`config.mk`:
```
export PLATFORM = sky130hd
export DESIGN_NAME = l15_transducer_bridge
export DESIGN_NICKNAME = d
export VERILOG_FILES = /design/src/rtl/l15_transducer_bridge.sv
export SDC_FILE = /design/constraint.sdc
export NUM_CORES = 1
export LEC_CHECK = 0
export ABC_AREA = 1
export CORE_AREA = 2 2 193 195
export CTS_CLUSTER_DIAMETER = 30
export DETAILED_ROUTE_END_ITERATION = 7
export DIE_AREA = 0 0 195 197
export PLACE_DENSITY = 0.71
export SLEW_MARGIN = 20
export SYNTH_ARGS = -nofsm -noshare
export SYNTH_HDL_FRONTEND = slang
export SYNTH_SLANG_ARGS = --single-unit
```
`constraint.sdc`:
```
create_clock -name clk -period 18 [get_ports clk]
set_input_delay 3.6 -clock clk [delete_from_list [all_inputs] [get_ports clk]]
set_output_delay 3.6 -clock clk [all_outputs]
set_load 0.05 [all_outputs]
```
`src/rtl/l15_transducer_bridge.sv`:
```
// Bridge between the core transducer port and the L1.5 cache.
// A 2-entry request FIFO decouples the core from L1.5 header acceptance, an
// outstanding counter throttles issue, and a 1-entry register holds responses
// until the core consumes them. Interrupt-type returns are acked and dropped.
module l15_transducer_bridge #(
   parameter int unsigned MAX_OUTSTANDING = 2,
   parameter logic [3:0]  INT_RET_TYPE    = 4'd7,
   parameter int unsigned ADDR_W_CORE     = 32
) (
   input  logic                   clk,
   input  logic                   nrst,
   // core request side
   input  logic [4:0]             core_rqtype,
   input  logic [2:0]             core_size,
   input  logic [ADDR_W_CORE-1:0] core_address,
   input  logic [63:0]            core_data,
   input  logic                   core_val,
   output logic                   core_header_ack,
   // core response side
   output logic                   core_resp_val,
   output logic [63:0]            core_resp_data_0,
   output logic [63:0]            core_resp_data_1,
   output logic [3:0]             core_resp_returntype,
   input  logic                   core_resp_ack,
   // L1.5 request side
   output logic [4:0]             transducer_l15_rqtype,
   output logic [2:0]             transducer_l15_size,
   output logic [39:0]            transducer_l15_address,
   output logic [63:0]            transducer_l15_data,
   output logic                   transducer_l15_val,
   input  logic                   l15_transducer_header_ack,
   // L1.5 response side
   input  logic                   l15_transducer_val,
   input  logic [63:0]            l15_transducer_data_0,
   input  logic [63:0]            l15_transducer_data_1,
   input  logic [3:0]             l15_transducer_returntype,
   output logic                   transducer_l15_req_ack
);

   localparam logic [1:0] MaxOut = 2'(MAX_OUTSTANDING);

   typedef struct packed {
      logic [4:0]             rqtype;
      logic [2:0]             size;
      logic [ADDR_W_CORE-1:0] address;
      logic [63:0]            data;
   } req_t;

   req_t        fifo_q [2];
   req_t        fifo_d [2];
   logic        wr_ptr_q, wr_ptr_d;
   logic        rd_ptr_q, rd_ptr_d;
   logic [1:0]  count_q, count_d;
   logic [1:0]  outstanding_q, outstanding_d;

   logic        resp_val_q, resp_val_d;
   logic [63:0] resp_data_0_q, resp_data_0_d;
   logic [63:0] resp_data_1_q, resp_data_1_d;
   logic [3:0]  resp_type_q, resp_type_d;

   logic        push;
   logic        pop;
   logic        rsp_cap;
   req_t        head;

   // Handshakes; combinational acks are forced low while reset is asserted.
   always_comb begin
      head                   = fifo_q[rd_ptr_q];
      core_header_ack        = ~nrst & core_val & (count_q != 2'd2);
      transducer_l15_val     = (count_q != 2'd0) & (outstanding_q < MaxOut);
      transducer_l15_req_ack = ~nrst & l15_transducer_val & ~resp_val_q;
      push                   = core_header_ack;
      pop                    = transducer_l15_val & l15_transducer_header_ack;
      rsp_cap                = transducer_l15_req_ack &
                               (l15_transducer_returntype != INT_RET_TYPE);
   end

   // L1.5 payload comes straight from the FIFO head; the head only moves on pop.
   always_comb begin
      transducer_l15_rqtype  = head.rqtype;
      transducer_l15_size    = head.size;
      transducer_l15_address = 40'(head.address);
      transducer_l15_data    = head.data;
      core_resp_val          = resp_val_q;
      core_resp_data_0       = resp_data_0_q;
      core_resp_data_1       = resp_data_1_q;
      core_resp_returntype   = resp_type_q;
   end

   // Request FIFO next state: push at tail, pop at head, count tracks occupancy.
   always_comb begin
      fifo_d   = fifo_q;
      wr_ptr_d = wr_ptr_q;
      rd_ptr_d = rd_ptr_q;
      count_d  = count_q;
      if (push) begin
         fifo_d[wr_ptr_q].rqtype  = core_rqtype;
         fifo_d[wr_ptr_q].size    = core_size;
         fifo_d[wr_ptr_q].address = core_address;
         fifo_d[wr_ptr_q].data    = core_data;
         wr_ptr_d                 = ~wr_ptr_q;
      end
      if (pop) begin
         rd_ptr_d = ~rd_ptr_q;
      end
      unique case ({push, pop})
         2'b10:   count_d = count_q + 2'd1;
         2'b01:   count_d = count_q - 2'd1;
         default: count_d = count_q;
      endcase
   end

   // Outstanding counter: issue increments, a forwarded response decrements.
   always_comb begin
      outstanding_d = outstanding_q;
      if (pop && !rsp_cap) begin
         outstanding_d = outstanding_q + 2'd1;
      end else if (rsp_cap && !pop && (outstanding_q != 2'd0)) begin
         outstanding_d = outstanding_q - 2'd1;
      end
   end

   // Response register: capture when empty, release on core ack.
   always_comb begin
      resp_val_d    = resp_val_q;
      resp_data_0_d = resp_data_0_q;
      resp_data_1_d = resp_data_1_q;
      resp_type_d   = resp_type_q;
      if (resp_val_q && core_resp_ack) begin
         resp_val_d = 1'b0;
      end else if (rsp_cap) begin
         resp_val_d    = 1'b1;
         resp_data_0_d = l15_transducer_data_0;
         resp_data_1_d = l15_transducer_data_1;
         resp_type_d   = l15_transducer_returntype;
      end
   end

   // State registers; reset discards queued requests and any held response.
   always_ff @(posedge clk or posedge nrst) begin
      if (nrst) begin
         fifo_q[0]     <= '0;
         fifo_q[1]     <= '0;
         wr_ptr_q      <= 1'b0;
         rd_ptr_q      <= 1'b0;
         count_q       <= 2'd0;
         outstanding_q <= 2'd0;
         resp_val_q    <= 1'b0;
         resp_data_0_q <= '0;
         resp_data_1_q <= '0;
         resp_type_q   <= '0;
      end else begin
         fifo_q        <= fifo_d;
         wr_ptr_q      <= wr_ptr_d;
         rd_ptr_q      <= rd_ptr_d;
         count_q       <= count_d;
         outstanding_q <= outstanding_d;
         resp_val_q    <= resp_val_d;
         resp_data_0_q <= resp_data_0_d;
         resp_data_1_q <= resp_data_1_d;
         resp_type_q   <= resp_type_d;
      end
   end

   // A response with nothing outstanding means L1.5 answered a request never issued.
   a_no_underflow: assert property (@(posedge clk) disable iff (nrst)
      !(rsp_cap && !pop && (outstanding_q == 2'd0)));

endmodule

```
After elaboration in Yosys (flattened, before gate mapping)
Cells that the tools add are included.
- flip-flop bits (word level): 347
- input bits: 242
- output and inout port bits: 248
- word-level logic and storage cells: 75
- add/subtract/negate cells: 4
- magnitude comparators: 4
- equality and inequality tests: 4
- mux-type cells: 20
- bitwise gates (word level): 14
- reductions and logical operators: 13
- operator list (operator ; number):
    $bwmux W208 ; 4
    $demux W104 S1 ; 4
    $mux W104 ; 4
    $mux W99 ; 1
    $mux W96 ; 1
    $mux W64 ; 1
    $reduce_bool A2 Y1 ; 5
    $and A1 B1 Y1 ; 7
    $logic_and A1 B1 Y1 ; 5
    $not A1 Y1 ; 5
    $add A2 B1 Y2 const B ; 2
    $ge A2 B2 Y1 const B ; 2
    $mux W2 ; 2
    $ne A4 B3 Y1 const B ; 1
    $not A1 Y2 ; 2
    $pmux W2 S2 ; 1
    $sub A2 B1 Y2 const B ; 2
    $eq A2 B1 Y1 const B ; 1
    $eq A2 B2 Y1 const B ; 1
    $logic_not A1 Y1 ; 2
    $lt A2 B1 Y1 const B ; 1
    $lt A2 B2 Y1 const B ; 1
    $mux W1 ; 2
    $ne A2 B2 Y1 const B ; 1
    $reduce_and A2 Y1 ; 1

Logic depth before layout (Yosys ltp)
- depth in word-level cells: 9
- depth in mapped cells: 9
- gate-level depth less buffers: 8

Least setup slack after synthesis
OpenSTA, ideal clock, no wires.
- path type: in2out
- start point: input port nrst
- end point: output port transducer_l15_req_ack
- data arrival time: 12048 ps
- required time: 14400 ps
- slack: 2352 ps
- cell stages on the path: 3
- path buffers: 0
- cell sequence: inv_1 nand3_1 inv_1
- longest elaborated chain between the ends: 3
- ends and longest elaborated chain (what ; RTL line ; source):
    from (decl) ; 11 ; input logic nrst,
    $not A1 Y1 ; 71 ; transducer_l15_req_ack = ~nrst & l15_transducer_val & ~resp_val_q;
    $and A1 B1 Y1 (2 in series) ; 71 ;
    to (decl) ; 37 ; output logic transducer_l15_req_ack
No other way between the ends.

Worst setup path in the final report
Ends and elaborated chain as after synthesis.

==> results.md <==
- DRC Markers: 0
- Die width: 195 um
- Cell count after synthesis: 1725
- Core area: 36300 um^2
- Share of layout cells above drive strength 1: 0.0783
- First-pass DRT Iterations: 7
- CTS Buf Count: 83
- Routed WL: 45.5 mm
- Critical Path Source: nrst
- Metal2 WL: 22.5 mm
- CP Max Fanout: 120
- Required @ worst endpoint: 14400 ps
- Synthesized flop and latch total: 347
- CP top delay family: buffers and inverters
- H-tree Lvls: 3
- Placed cells: 2587
- Die ar.: 38400 um^2
- Fin worst setup slack: 8290 ps
- Max-slew headroom: 0.305
- Mapped cell area: 14400 um^2
- Final Hold Violating Endpoints: 0
- Placer Congestion: 0.858
- Worst-Skew Late Latency: 600 ps
- Ports: 490
- Area Overhead vs Synth: 55.7%
- GRT Util Overall: 0.236
- Power Density: 211 nW/um^2
- Grt total ovfl: 0
- Initial DRC count: 723
- Placed Instance Area: 19400 um^2
- Filler cells: 3013
- Clock Sink Count: 347
- Final instance area: 22400 um^2
- Slowest-stage cell, CP: clkdlybuf4s50_1
- Hold Crit Class: flop to flop
- RR Startpoint: core_resp_val
- Worst Tran Pin Value: 1040 ps
- CTS root buf: clkbuf_16
- Max-cap viol count: 0
- CP dominant cell by count: clkdlybuf4s50_1
- Final TNS setup: 0 ps
- Peak VDD IR: 0.0935 mV
- Max Clock Freq: 103 MHz
- Static leakage: 11.2 nW
- Top layer used by detailed routing: met5
- Global-route wire length before repair: 71.3 mm
- Routed Antenna Nets: 0
- WHS: 469 ps
- Sequential area share after synthesis: 0.603
- Largest net degree at the start of global routing: 121
- Worst-path clk slew: 40 ps
- CTS Buffer Depth: 3
- Setup Fix Bufs, Post-CTS: 0
- Most frequent cells in the layout: 927 x nand2_1, 481 x clkdlybuf4s50_1, 346 x dfrtp_1
- Final Power: 4.74 mW
- Worst clock skew: 15.0 ps
- CTS tree: done
- Final number of setup-violating endpoints: 0
- Status: finished clean
- Routed len/inst: 16.5 um
- DR vias: 13000
- Critical-path cell list: clkdlybuf4s50_1, inv_8, nand3_1, inv_1, clkdlybuf4s50_1
- # nets final: 2448
- Number of global-route vias before repair: 13300
- RSZ-0062 raised after global routing: no
- Crit path capture type: output pin
- Max stage delay on crit path: 830 ps
- Synthesized area per cell: 8.34 um^2
- Antenna violations before repair: 15
- Vias per std cell: 4.72
- Final Non-Filler Cells: 2756
- Final slew viol count: 0
- Hpwl dp: 29.8 mm
- CP Buf/Inv Count: 4
- DR WL met3: 4.46 mm
- Post-cts resize count: 0
- Finished Core Util: 0.618
- # rows: 70
- Vert. Die Dim: 197 um
- HP Start: core_resp_data_1[33]
- CP startpoint kind: input pin
- IO Port Bufs: 481
- Met1 wire length: 17.0 mm
- Dpl ws: 8230 ps
- Final Cycle Share: 0.539
- Period minus WS final: 9710 ps
- Commonest non-fill, non-tap cell in the layout: nand2_1
- YS warnings: 0
- CTS Hold Bufs: 0
- Setup CP Type: input pin to output pin
- Post-synth cell types: 25
- Starting Density: 0.397
- Worst EP arrival: 6110 ps
-- routing by layer --
| metal | up-vias | GRT usage |
|---|---|---|
| met2 | 520 | 0.390 |
| met5 | - | 0 |
| met1 | 6155 | 0.268 |
| met3 | 86 | 0.0929 |
| met4 | 4 | 0.118 |
| li1 | 6248 | - |
-- cells in the mapped netlist (all sizes together) --
library cell | n | area (um^2)
nand2 | 930 | 3500
dfrtp | 347 | 8680
o21ai | 211 | 1110
inv | 113 | 424
buf | 54 | 372
clkbuf | 50 | 188
nor2 | 5 | 18.8
nand3 | 4 | 20.0
or2 | 2 | 12.5
xnor2 | 2 | 17.5
a21oi | 1 | 5.00
clkinv | 1 | 3.75
conb | 1 | 3.75
ha | 1 | 12.5
nand4 | 1 | 6.26
nor3 | 1 | 5.00
xor2 | 1 | 8.76
-- layout make-up --
| cell class | count | area, um^2 | share of cell area |
|---|---|---|---|
| antenna | 14 | 35.0 | 0.00156 |
| clock buffer | 116 | 2420 | 0.108 |
| clock inverter | 38 | 544 | 0.0243 |
| inverter | 114 | 437 | 0.0195 |
| multi-input combinational | 1167 | 4780 | 0.213 |
| sequential | 347 | 8690 | 0.388 |
| tap | 468 | 586 | 0.0261 |
| timing repair buffer | 492 | 4920 | 0.220 |
-- state kept, by name, indices dropped and copies added (netlist names) --
register,flops
core_resp_returntype,4
count_q,2
wr_ptr_q,1
rd_ptr_q,1
core_resp_val,1
core_resp_data_0,64
fifo_q,208
outstanding_q,2
core_resp_data_1,64
-- cells by family after synthesis --
kind of cell / Yosys count / share of synthesized area
other: 1 / 0.000261
DFF: 347 / 0.603
xor gates and xnor gates: 3 / 0.00183
AOI/OAI and AO/OA: 212 / 0.0777
adders and majority gates: 1 / 0.000869
and+or+nand+nor: 943 / 0.247
buffers and inverters: 218 / 0.0686
-- report_power, final --
group          leakage, nW  internal [mW]  switching, mW  total, mW
clock                 1.45           1.08          0.472       1.55
combinational         5.48          0.611           1.33       1.94
sequential            4.32           1.07          0.171       1.24
total                 11.2           2.76           1.98       4.74
-- final timing paths --
kind	endpoint	depth (start not counted)	slack (ps)
setup / recovery	transducer_l15_req_ack	5	8290
hold / removal	core_resp_data_1[33]	2	470
setup reg to reg	outstanding_q[1]	7	15230
hold reg to reg	core_resp_data_1[33]	2	470
max in group asynchronous	core_resp_data_1[43]	5	12320
min in group asynchronous	fifo_q[13]	2	3650
-- tightest hold or removal path, cell delays in order (launching register included) --
cell and delay (ps):
dfrtp_1 330, nand2_1 50, nand2_1 50
(Power assumes the default switching activity.)
